`src/rtl/hazard_forward_unit.sv`:
```
// Hazard detection and operand bypass beside decode: tracks in-flight destinations over DEPTH
// stages, forwards the youngest ready result and stalls decode on unready results or hold_i.
// Optional build macro HAZARD_PERF_EN adds saturating stall / forward performance counters.
module hazard_forward_unit #(
    parameter int unsigned  DATA_W     = 32,
    parameter int unsigned  REG_ADDR_W = 5,
    parameter int unsigned  DEPTH      = 3,
    localparam int unsigned SEL_W      = $clog2(DEPTH + 1)
) (
    input  logic                      clk_i,
    input  logic                      rst_i,
    input  logic                      rd_en1_i,
    input  logic                      rd_en2_i,
    input  logic [REG_ADDR_W-1:0]     rnum1_i,
    input  logic [REG_ADDR_W-1:0]     rnum2_i,
    input  logic [DATA_W-1:0]         rf_data1_i,
    input  logic [DATA_W-1:0]         rf_data2_i,
    input  logic                      issue_valid_i,
    input  logic                      issue_we_i,
    input  logic                      issue_is_load_i,
    input  logic [REG_ADDR_W-1:0]     issue_wnum_i,
    input  logic [DEPTH-1:0]          res_valid_i,
    input  logic [DEPTH*DATA_W-1:0]   res_data_i,
    input  logic                      hold_i,
    output logic [DATA_W-1:0]         fwd_data1_o,
    output logic [DATA_W-1:0]         fwd_data2_o,
    output logic [SEL_W-1:0]          fwd_sel1_o,
    output logic [SEL_W-1:0]          fwd_sel2_o,
    output logic                      stall_o,
    output logic [31:0]               perf_stall_cnt_o,
    output logic [31:0]               perf_fwd_cnt_o
);

    localparam int unsigned CNT_W = 32;

    // In-flight slot tracking; index 0 is execute, DEPTH-1 is writeback.
    logic [DEPTH-1:0]                 slot_valid_q, slot_valid_d;
    logic [DEPTH-1:0]                 slot_we_q,    slot_we_d;
    logic [DEPTH-1:0]                 slot_load_q,  slot_load_d;
    logic [DEPTH-1:0][REG_ADDR_W-1:0] slot_wnum_q,  slot_wnum_d;

    logic [DEPTH-1:0] match1_c, match2_c;
    logic [DEPTH-1:0] win1_c,   win2_c;
    logic             wait1_c,  wait2_c;
    logic             stall_c;

    // Select code of a one-hot winner: 0 = register file, k+1 = slot k.
    function automatic logic [SEL_W-1:0] win_sel(input logic [DEPTH-1:0] win);
        logic [SEL_W-1:0] sel;
        sel = '0;
        for (int k = 0; k < int'(DEPTH); k++) begin
            if (win[k]) sel = SEL_W'(k + 1);
        end
        return sel;
    endfunction

    function automatic logic [DATA_W-1:0] win_data(input logic [DEPTH-1:0]        win,
                                                   input logic [DEPTH*DATA_W-1:0] res,
                                                   input logic [DATA_W-1:0]       rf);
        logic [DATA_W-1:0] data;
        data = rf;
        for (int k = 0; k < int'(DEPTH); k++) begin
            if (win[k]) data = res[k*DATA_W +: DATA_W];
        end
        return data;
    endfunction

    // Per-slot destination match for both sources; register 0 never matches.
    always_comb begin
        match1_c = '0;
        match2_c = '0;
        for (int k = 0; k < int'(DEPTH); k++) begin
            match1_c[k] = rd_en1_i && (rnum1_i != '0) && slot_valid_q[k] && slot_we_q[k]
                          && (slot_wnum_q[k] == rnum1_i);
            match2_c[k] = rd_en2_i && (rnum2_i != '0) && slot_valid_q[k] && slot_we_q[k]
                          && (slot_wnum_q[k] == rnum2_i);
        end
    end

    // Lowest set bit isolates the youngest producer.
    always_comb begin
        win1_c  = match1_c & (~match1_c + DEPTH'(1));
        win2_c  = match2_c & (~match2_c + DEPTH'(1));
        wait1_c = |(win1_c & ~res_valid_i);
        wait2_c = |(win2_c & ~res_valid_i);
        stall_c = hold_i | wait1_c | wait2_c;
    end

    always_comb begin
        fwd_sel1_o  = win_sel(win1_c);
        fwd_sel2_o  = win_sel(win2_c);
        fwd_data1_o = win_data(win1_c, res_data_i, rf_data1_i);
        fwd_data2_o = win_data(win2_c, res_data_i, rf_data2_i);
        stall_o     = stall_c;
    end

    // Hold freezes everything; a dependency stall shifts but injects a bubble into execute.
    always_comb begin
        slot_valid_d = slot_valid_q;
        slot_we_d    = slot_we_q;
        slot_load_d  = slot_load_q;
        slot_wnum_d  = slot_wnum_q;
        if (!hold_i) begin
            for (int k = int'(DEPTH) - 1; k > 0; k--) begin
                slot_valid_d[k] = slot_valid_q[k-1];
                slot_we_d[k]    = slot_we_q[k-1];
                slot_load_d[k]  = slot_load_q[k-1];
                slot_wnum_d[k]  = slot_wnum_q[k-1];
            end
            if (stall_c) begin
                slot_valid_d[0] = 1'b0;
                slot_we_d[0]    = 1'b0;
                slot_load_d[0]  = 1'b0;
                slot_wnum_d[0]  = '0;
            end else begin
                slot_valid_d[0] = issue_valid_i;
                slot_we_d[0]    = issue_we_i;
                slot_load_d[0]  = issue_is_load_i;
                slot_wnum_d[0]  = issue_wnum_i;
            end
        end
    end

    always_ff @(posedge clk_i or posedge rst_i) begin
        if (rst_i) begin
            slot_valid_q <= '0;
            slot_we_q    <= '0;
            slot_load_q  <= '0;
            slot_wnum_q  <= '0;
        end else begin
            slot_valid_q <= slot_valid_d;
            slot_we_q    <= slot_we_d;
            slot_load_q  <= slot_load_d;
            slot_wnum_q  <= slot_wnum_d;
        end
    end

    // Debug visibility: a decode operand waiting on an in-flight load.
    load_use_seen: cover property (@(posedge clk_i) disable iff (rst_i)
        |((win1_c | win2_c) & slot_load_q & ~res_valid_i));

`ifdef HAZARD_PERF_EN
    logic [CNT_W-1:0] stall_cnt_q, stall_cnt_d;
    logic [CNT_W-1:0] fwd_cnt_q,   fwd_cnt_d;
    logic             fwd_event_c;

    // Saturating event counters.
    always_comb begin
        fwd_event_c = !stall_c && issue_valid_i && ((fwd_sel1_o != '0) || (fwd_sel2_o != '0));
        stall_cnt_d = stall_cnt_q;
        fwd_cnt_d   = fwd_cnt_q;
        if (stall_c && (stall_cnt_q != '1)) stall_cnt_d = stall_cnt_q + CNT_W'(1);
        if (fwd_event_c && (fwd_cnt_q != '1)) fwd_cnt_d = fwd_cnt_q + CNT_W'(1);
    end

    always_ff @(posedge clk_i or posedge rst_i) begin
        if (rst_i) begin
            stall_cnt_q <= '0;
            fwd_cnt_q   <= '0;
        end else begin
            stall_cnt_q <= stall_cnt_d;
            fwd_cnt_q   <= fwd_cnt_d;
        end
    end

    assign perf_stall_cnt_o = stall_cnt_q;
    assign perf_fwd_cnt_o   = fwd_cnt_q;
`else
    assign perf_stall_cnt_o = '0;
    assign perf_fwd_cnt_o   = '0;
`endif

endmodule
```
`config.mk`:
```
export PLATFORM = sky130hd
export DESIGN_NAME = hazard_forward_unit
export DESIGN_NICKNAME = d
export VERILOG_FILES = /design/src/rtl/hazard_forward_unit.sv
export SDC_FILE = /design/constraint.sdc
export NUM_CORES = 1
export LEC_CHECK = 0
export BUFFER_PORTS_ARGS = -buffer_cell sky130_fd_sc_hd__buf_4
export CORE_AREA = 3 3 121 123
export DETAILED_ROUTE_END_ITERATION = 6
export DIE_AREA = 0 0 124 126
export HOLD_SLACK_MARGIN = 0.03
export PLACE_DENSITY = 0.74
export SYNTH_ARGS = -nofsm -noshare
export SYNTH_HDL_FRONTEND = slang
export SYNTH_SLANG_ARGS = --single-unit
export TNS_END_PERCENT = 1
```
`constraint.sdc`:
```
create_clock -name clk_i -period 7.9 [get_ports clk_i]
set_clock_uncertainty 0.05 [all_clocks]
set_input_delay 1.975 -clock clk_i [delete_from_list [all_inputs] [get_ports clk_i]]
set_output_delay 1.975 -clock clk_i [all_outputs]
set_load 0.02 [all_outputs]
```
==> results of run 1 <==
## registers in the layout (all words and copies together) (netlist names)
name,cells
slot_wnum_q,15
slot_valid_q,3
slot_we_q,3
## cells by family (layout without fill, tap and decap cells)
family                    count (synthesis)  in the layout  share of synthesized area
muxes                                   142            142                     0.3842
and+or+nand+nor                         100            100                     0.1149
DFF                                      21             21                     0.1326
AOI/OAI and AO/OA                        80             80                     0.1209
xor gates and xnor gates                 30             30                    0.06629
buffers and inverters                    97            267                     0.1802
other                                     1             64                  0.0009461
## worst reg2reg max path, cell delays in order, from the launching register on
cell and delay (ns):
dfrtp_1 0.45, xor2_1 0.20, nor4_2 0.37, and3_2 0.70, buf_4 0.43, nor2_2 0.08, o221a_4 0.32, a32o_1 0.25
## power by group
| group | switching (uW) | internal (uW) |
|---|---|---|
| clock | 37.7 | 67.9 |
| sequential | 17.9 | 123 |
| combinational | 132 | 142 |
## placed cells by master (no fill, tap or decap), drive strengths merged, types with 4 or more instances in the layout
cell type    n
buf        261
nand2       72
a32o         7
mux2i       64
nand3        4
xor2        16
nand4        5
xnor2       14
conb        64
nor2         5
mux2        78
o21ai       64
dfrtp       21
and3         5
## routing by layer
metal / wire length [microns] / track usage / part of all wire
met2: 7197 / 0.2914 / 0.51
met1: 5675 / 0.2093 / 0.40
met3: 1165 / 0.03053 / 0.083
met4: 29 / 0.009021 / 0.0021
met5: 0 / 0 / 0
## stage by stage
step	worst slack, ns	instances
floorplan	2.213	534
global placement	1.515	880
detailed placement	1.506	880
CTS	1.507	884
global route	1.350	884
finish	1.520	884
## path summary, 6_finish.rpt
path,endpoint,from,slack [ns],cells past startpoint
max,stall_o,rnum1_i[3],1.52,9
min,slot_valid_q[2],slot_valid_q[2],0.45,1
max reg2reg,slot_wnum_q[0],slot_wnum_q[3],4.94,7
min reg2reg,slot_valid_q[2],slot_valid_q[2],0.45,1
max in group asynchronous,slot_wnum_q[11],rst_i,5.50,2
min in group asynchronous,slot_wnum_q[3],rst_i,1.82,2
## final cells by class
cell class,count,share of cell area
sequential,21,0.09113
inverter,2,0.001302
tap,180,0.03905
clock buffer,3,0.01302
multi-input combinational,416,0.5149
timing repair buffer,261,0.3398
clock inverter,1,0.0008679
==> impl_metrics.toml, run 1 <==
[synthesis]
synth-main-ff-cell = "dfrtp_1"
yosysWarnings = 0
synth_cell_types = 38
syn_inst = 471
async_flop_share = 1.000
ys_seq_area_frac = 0.1326
synth_largest_area_cell = "mux2_2"
ys_ff_latch = 21
synth_edf_count = 0
avgSynthCellArea_sq_um = 8.416
synth.top_cell.area_share = 0.2188
synth_most_common_cell = "mux2_2"
synth_common_cells = "77 x mux2_2, 72 x nand2_1, 65 x buf_4"
syn_area_sq_um = 3964
synth_area_leaders = "mux2_2 22%, mux2i_1 16%, dfrtp_1 13%, buf_4 12%, o21ai_1 7.3%"

[floorplan]
boundaryPins = 319
start_util = 0.2878
die_height_microns = 126
die_area_sq_um = 15620
die_x_microns = 124
coreArea_sq_um = 13770
placement_rows = 43

[global_route]
grt_pass1_vias = 3785
grt_first_pass_wirelength_microns = 20330
antenna_found_initial = 0
grt.total_usage = 0.1619
gr-total-overflow = 0
grt_max_degree = 66

[final_layout]
fin_area_sq_um = 5767
register_area_sq_um = 525.5
drive_gt1_frac = 0.5014
final_util = 0.4187
diodes = 0
nNetsFinal = 891
multi_input_area_sq_um = 2969
num-fill-cells = 1410
area_delta_synth_final_pct = 45.49

[placed_design]
port-buffer-count = 253
place_congestion = 0.8573
dp_hpwl_microns = 11580
placed_area_sq_um = 5687

[timing]
period_share = 0.8076
period_minus_slack_ns = 6.380
tightest_slew_ns = 0.7718
whs_ns = 0.4549
hold_viol = 0
relSlewSlack = 0.4849
fin_setup_tns_ns = 0
finalMaxSlewViolations = 0
max_freq_ghz = 0.1567
finalSetupViolCount = 0
rsz0062_at_grt = "false"

[critical_path]
start_kind = "input pin"
cp.required_ns = 5.88
slowest_delay_ns = 0.70
cp_top_family = "simple AND/OR/NAND/NOR gates"
cp_slowest_cell = "and3_2"
crit_arrival_ns = 4.36
path_max_fanout = 39
critical_path_class = "in2out"
crit_buf_inv = 3
crit_path_cell_trace = "buf_4, xor2_1, nor4_2, and3_2, buf_4, nor2_2, o221a_4, nand2_1, buf_4"
end_kind = "output pin"
path_common_cell = "buf_4"

[cts]
cts_setup_buffers = 0
cts_root_buf = "clkbuf_16"
cts_hold_buf = 0
clock-sinks = 21
cts_made_buffers = 3
htreeDepth = 1
cts_tree = "done"
cts_resized = 0
clock_latency_ns = 0.25
cts.clk_slew.worst_paths_ns = 0.06
clock_path_buffers = 2

[route]
first_pass_iters = 4
vias = 4038
wl_per_cell_microns = 15.91
routed_via_density = 4.568
drt_iter0_drc = 77
drc = 0
wl_microns = 14070
ant_nets = 0

[hold_path]
hold_class = "reg2reg"

[pwr]
power.density_nw_per_um2 = 90.07
p_leak_uw = 0.002560
finalPower_uw = 519.4
ir_worst_vdd_uv = 149.1

[flow_run]
max_cap_viol_count = 0

[outcome]
status = "finished clean"
No activity file was read; power rests on OpenSTA's default activity.
==> run 2: changes to the inputs <==
--- a/config.mk
+++ b/config.mk
@@ -6,9 +6,9 @@
 export NUM_CORES = 1
 export LEC_CHECK = 0
 export BUFFER_PORTS_ARGS = -buffer_cell sky130_fd_sc_hd__buf_4
-export CORE_AREA = 3 3 121 123
+export CORE_AREA = 3 3 124 126
 export DETAILED_ROUTE_END_ITERATION = 6
-export DIE_AREA = 0 0 124 126
+export DIE_AREA = 0 0 127 129
 export HOLD_SLACK_MARGIN = 0.03
 export PLACE_DENSITY = 0.74
 export SYNTH_ARGS = -nofsm -noshare
==> constraint.sdc (replaced) <==
create_clock -name clk_i -period 5.3 [get_ports clk_i]
set_clock_uncertainty 0.05 [all_clocks]
set_input_delay 1.325 -clock clk_i [delete_from_list [all_inputs] [get_ports clk_i]]
set_output_delay 1.325 -clock clk_i [all_outputs]
set_load 0.02 [all_outputs]
==> impl_metrics.toml, run 2 (synthesis gave the netlist of run 1 again) <==
[outcome]
status = "finished clean"

[global_route]
grt_first_pass_wirelength_microns = 21050
antenna_found_initial = 0
grt_max_degree = 40
grt.total_usage = 0.1585
gr-total-overflow = 0
grt_pass1_vias = 3957

[floorplan]
die_area_sq_um = 16380
boundaryPins = 319
die_x_microns = 127
coreArea_sq_um = 14420
die_height_microns = 129
start_util = 0.2748
placement_rows = 44

[placed_design]
port-buffer-count = 253
place_congestion = 0.8232
dp_hpwl_microns = 12040
dp.cells = 887

[route]
drc = 0
first_pass_iters = 4
wl_per_cell_microns = 16.19
drt_iter0_drc = 115
routed_via_density = 4.600
vias = 4103
ant_nets = 0
wl_microns = 14440

[final_layout]
fin_cells = 892
nNetsFinal = 895
final_cell_mix = "261 x buf_4, 77 x mux2_2, 72 x nand2_1, 64 x mux2i_1, 64 x conb_1"
final_common_cell = "buf_4"
num-fill-cells = 1476
area_delta_synth_final_pct = 47.60
diodes = 0
register_area_sq_um = 525.5
multi_input_area_sq_um = 2969
drive_gt1_frac = 0.5028
largest_register_ffs = 15
largestRegisters = "slot_wnum_q (15), slot_valid_q (3), slot_we_q (3)"
regMostFlops = "slot_wnum_q"

[cts]
cts_made_buffers = 3
htreeDepth = 1
cts.clk_slew.worst_paths_ns = 0.05
cts_resized = 0
cts_tree = "done"
clock_latency_ns = 0.25
cts_root_buf = "clkbuf_16"
clock-sinks = 21
clock_path_buffers = 2

[hold_path]
min_to = "slot_valid_q[2]"
min_path_cells = 1
hold_class = "reg2reg"
hp-start = "slot_valid_q[2]"

[timing]
finalSetupViolCount = 0
finalMaxSlewViolations = 0
hold_viol = 0
relSlewSlack = 0.4596
period_share = 0.8923
fin_setup_tns_ns = 0
tightest_slew_ns = 0.8097
max_freq_ghz = 0.2115
period_minus_slack_ns = 4.729
whs_ns = 0.4563
rsz0062_at_grt = "false"

[critical_path]
r2r-end = "slot_wnum_q[4]"
slowest_delay_ns = 0.51
crit_arrival_ns = 3.35
r2r-start = "slot_wnum_q[1]"
crit_path_cell_trace = "buf_4, xor2_1, nor4_1, and3_4, buf_4, o21ai_0, mux2_2, buf_4"
critical_path_class = "in2out"
cp.required_ns = 3.92
startpoint = "rnum2_i[3]"
rrSetupSlack_ns = 2.80
path_common_cell = "buf_4"
start_kind = "input pin"
path_max_fanout = 22
r2r_cells = 7
end_kind = "output pin"
cp_slowest_cell = "nor4_1"

[pwr]
p_clk_frac = 0.204
power.internal_uw = 497.3
power_switching_uw = 281.0
p_leak_uw = 0.002589
pwr-share-comb = 0.528
p_sw_frac = 0.3610
ir_worst_vdd_uv = 234.2
p_seq_frac = 0.268
power.density_nw_per_um2 = 133.0

[flow_run]
max_cap_viol_count = 0
==> run 2: changes by cell type in the layout (fill, tap and decap cells not counted) <==
cell,change
buf_12,+4
clkbuf_1,+1
clkinv_2,-1
==> run 2: area by class of cell <==
| cell class | instances | share of cell area |
|---|---|---|
| clock buffer | 4 | 0.01347 |
| inverter | 2 | 0.001283 |
| multi-input combinational | 416 | 0.5075 |
| sequential | 21 | 0.08982 |
| tap | 184 | 0.03935 |
| timing repair buffer | 265 | 0.3486 |
==> run 2: what timing repair did <==
item                                    CTS  global route
hold buffers                              0             0
buffers inserted                          0             1
endpoints found under the setup margin    0             8
==> run 2: worst max-delay path by stage <==
stage / to / slack [ns] / cells after the start
final: fwd_data2_o[2] / 0.57 / 8
after global routing: stall_o / 0.44 / 9
after CTS: fwd_data2_o[28] / 0.05 / 9
after detailed placement: fwd_data2_o[31] / -0.02 / 9
after global placement: fwd_data2_o[28] / 0.07 / 9
after floorplan: fwd_data2_o[11] / 0.91 / 8
==> run 2: routing by layer <==
metal / GRT usage / vias up / wire length, microns
met5: 0 / - / 0
li1: - / 2029 / -
met2: 0.2945 / 184 / 7448
met3: 0.02449 / 9 / 987
met4: 0.01956 / 0 / 87
met1: 0.1988 / 1881 / 5915
==> run 2: worst max-delay path: cells and delay by family <==
family / cells / cell delay, ns
and+or+nand+nor: 2 / 0.86
buffers and inverters: 3 / 0.58
muxes: 1 / 0.28
xor gates and xnor gates: 1 / 0.15
AOI/OAI and AO/OA: 1 / 0.14
==> run 2: power groups by stage <==
stage	logic (uW)	registers, uW	clock network, uW
6_report	411	209	159
3_3_place_gp	405	211	0
2_1_floorplan	258	204	0
3_5_place_dp	411	211	0
4_1_cts	412	209	163
5_1_grt	443	212	168
==> run 2: stage by stage <==
step / worst slack (ns) / area [sq um] / utilization / power, uW
after floorplan: 0.9132 / 4200 / - / 461.7
after global placement: 0.06908 / 5752 / 0.3988 / 615.0
after detailed placement: -0.01779 / 5752 / 0.3988 / 622.3
after CTS: 0.04758 / 5831 / 0.4042 / 783.8
after global routing: 0.4351 / 5851 / 0.4056 / 823.1
final: 0.5710 / 5851 / 0.4056 / 778.3
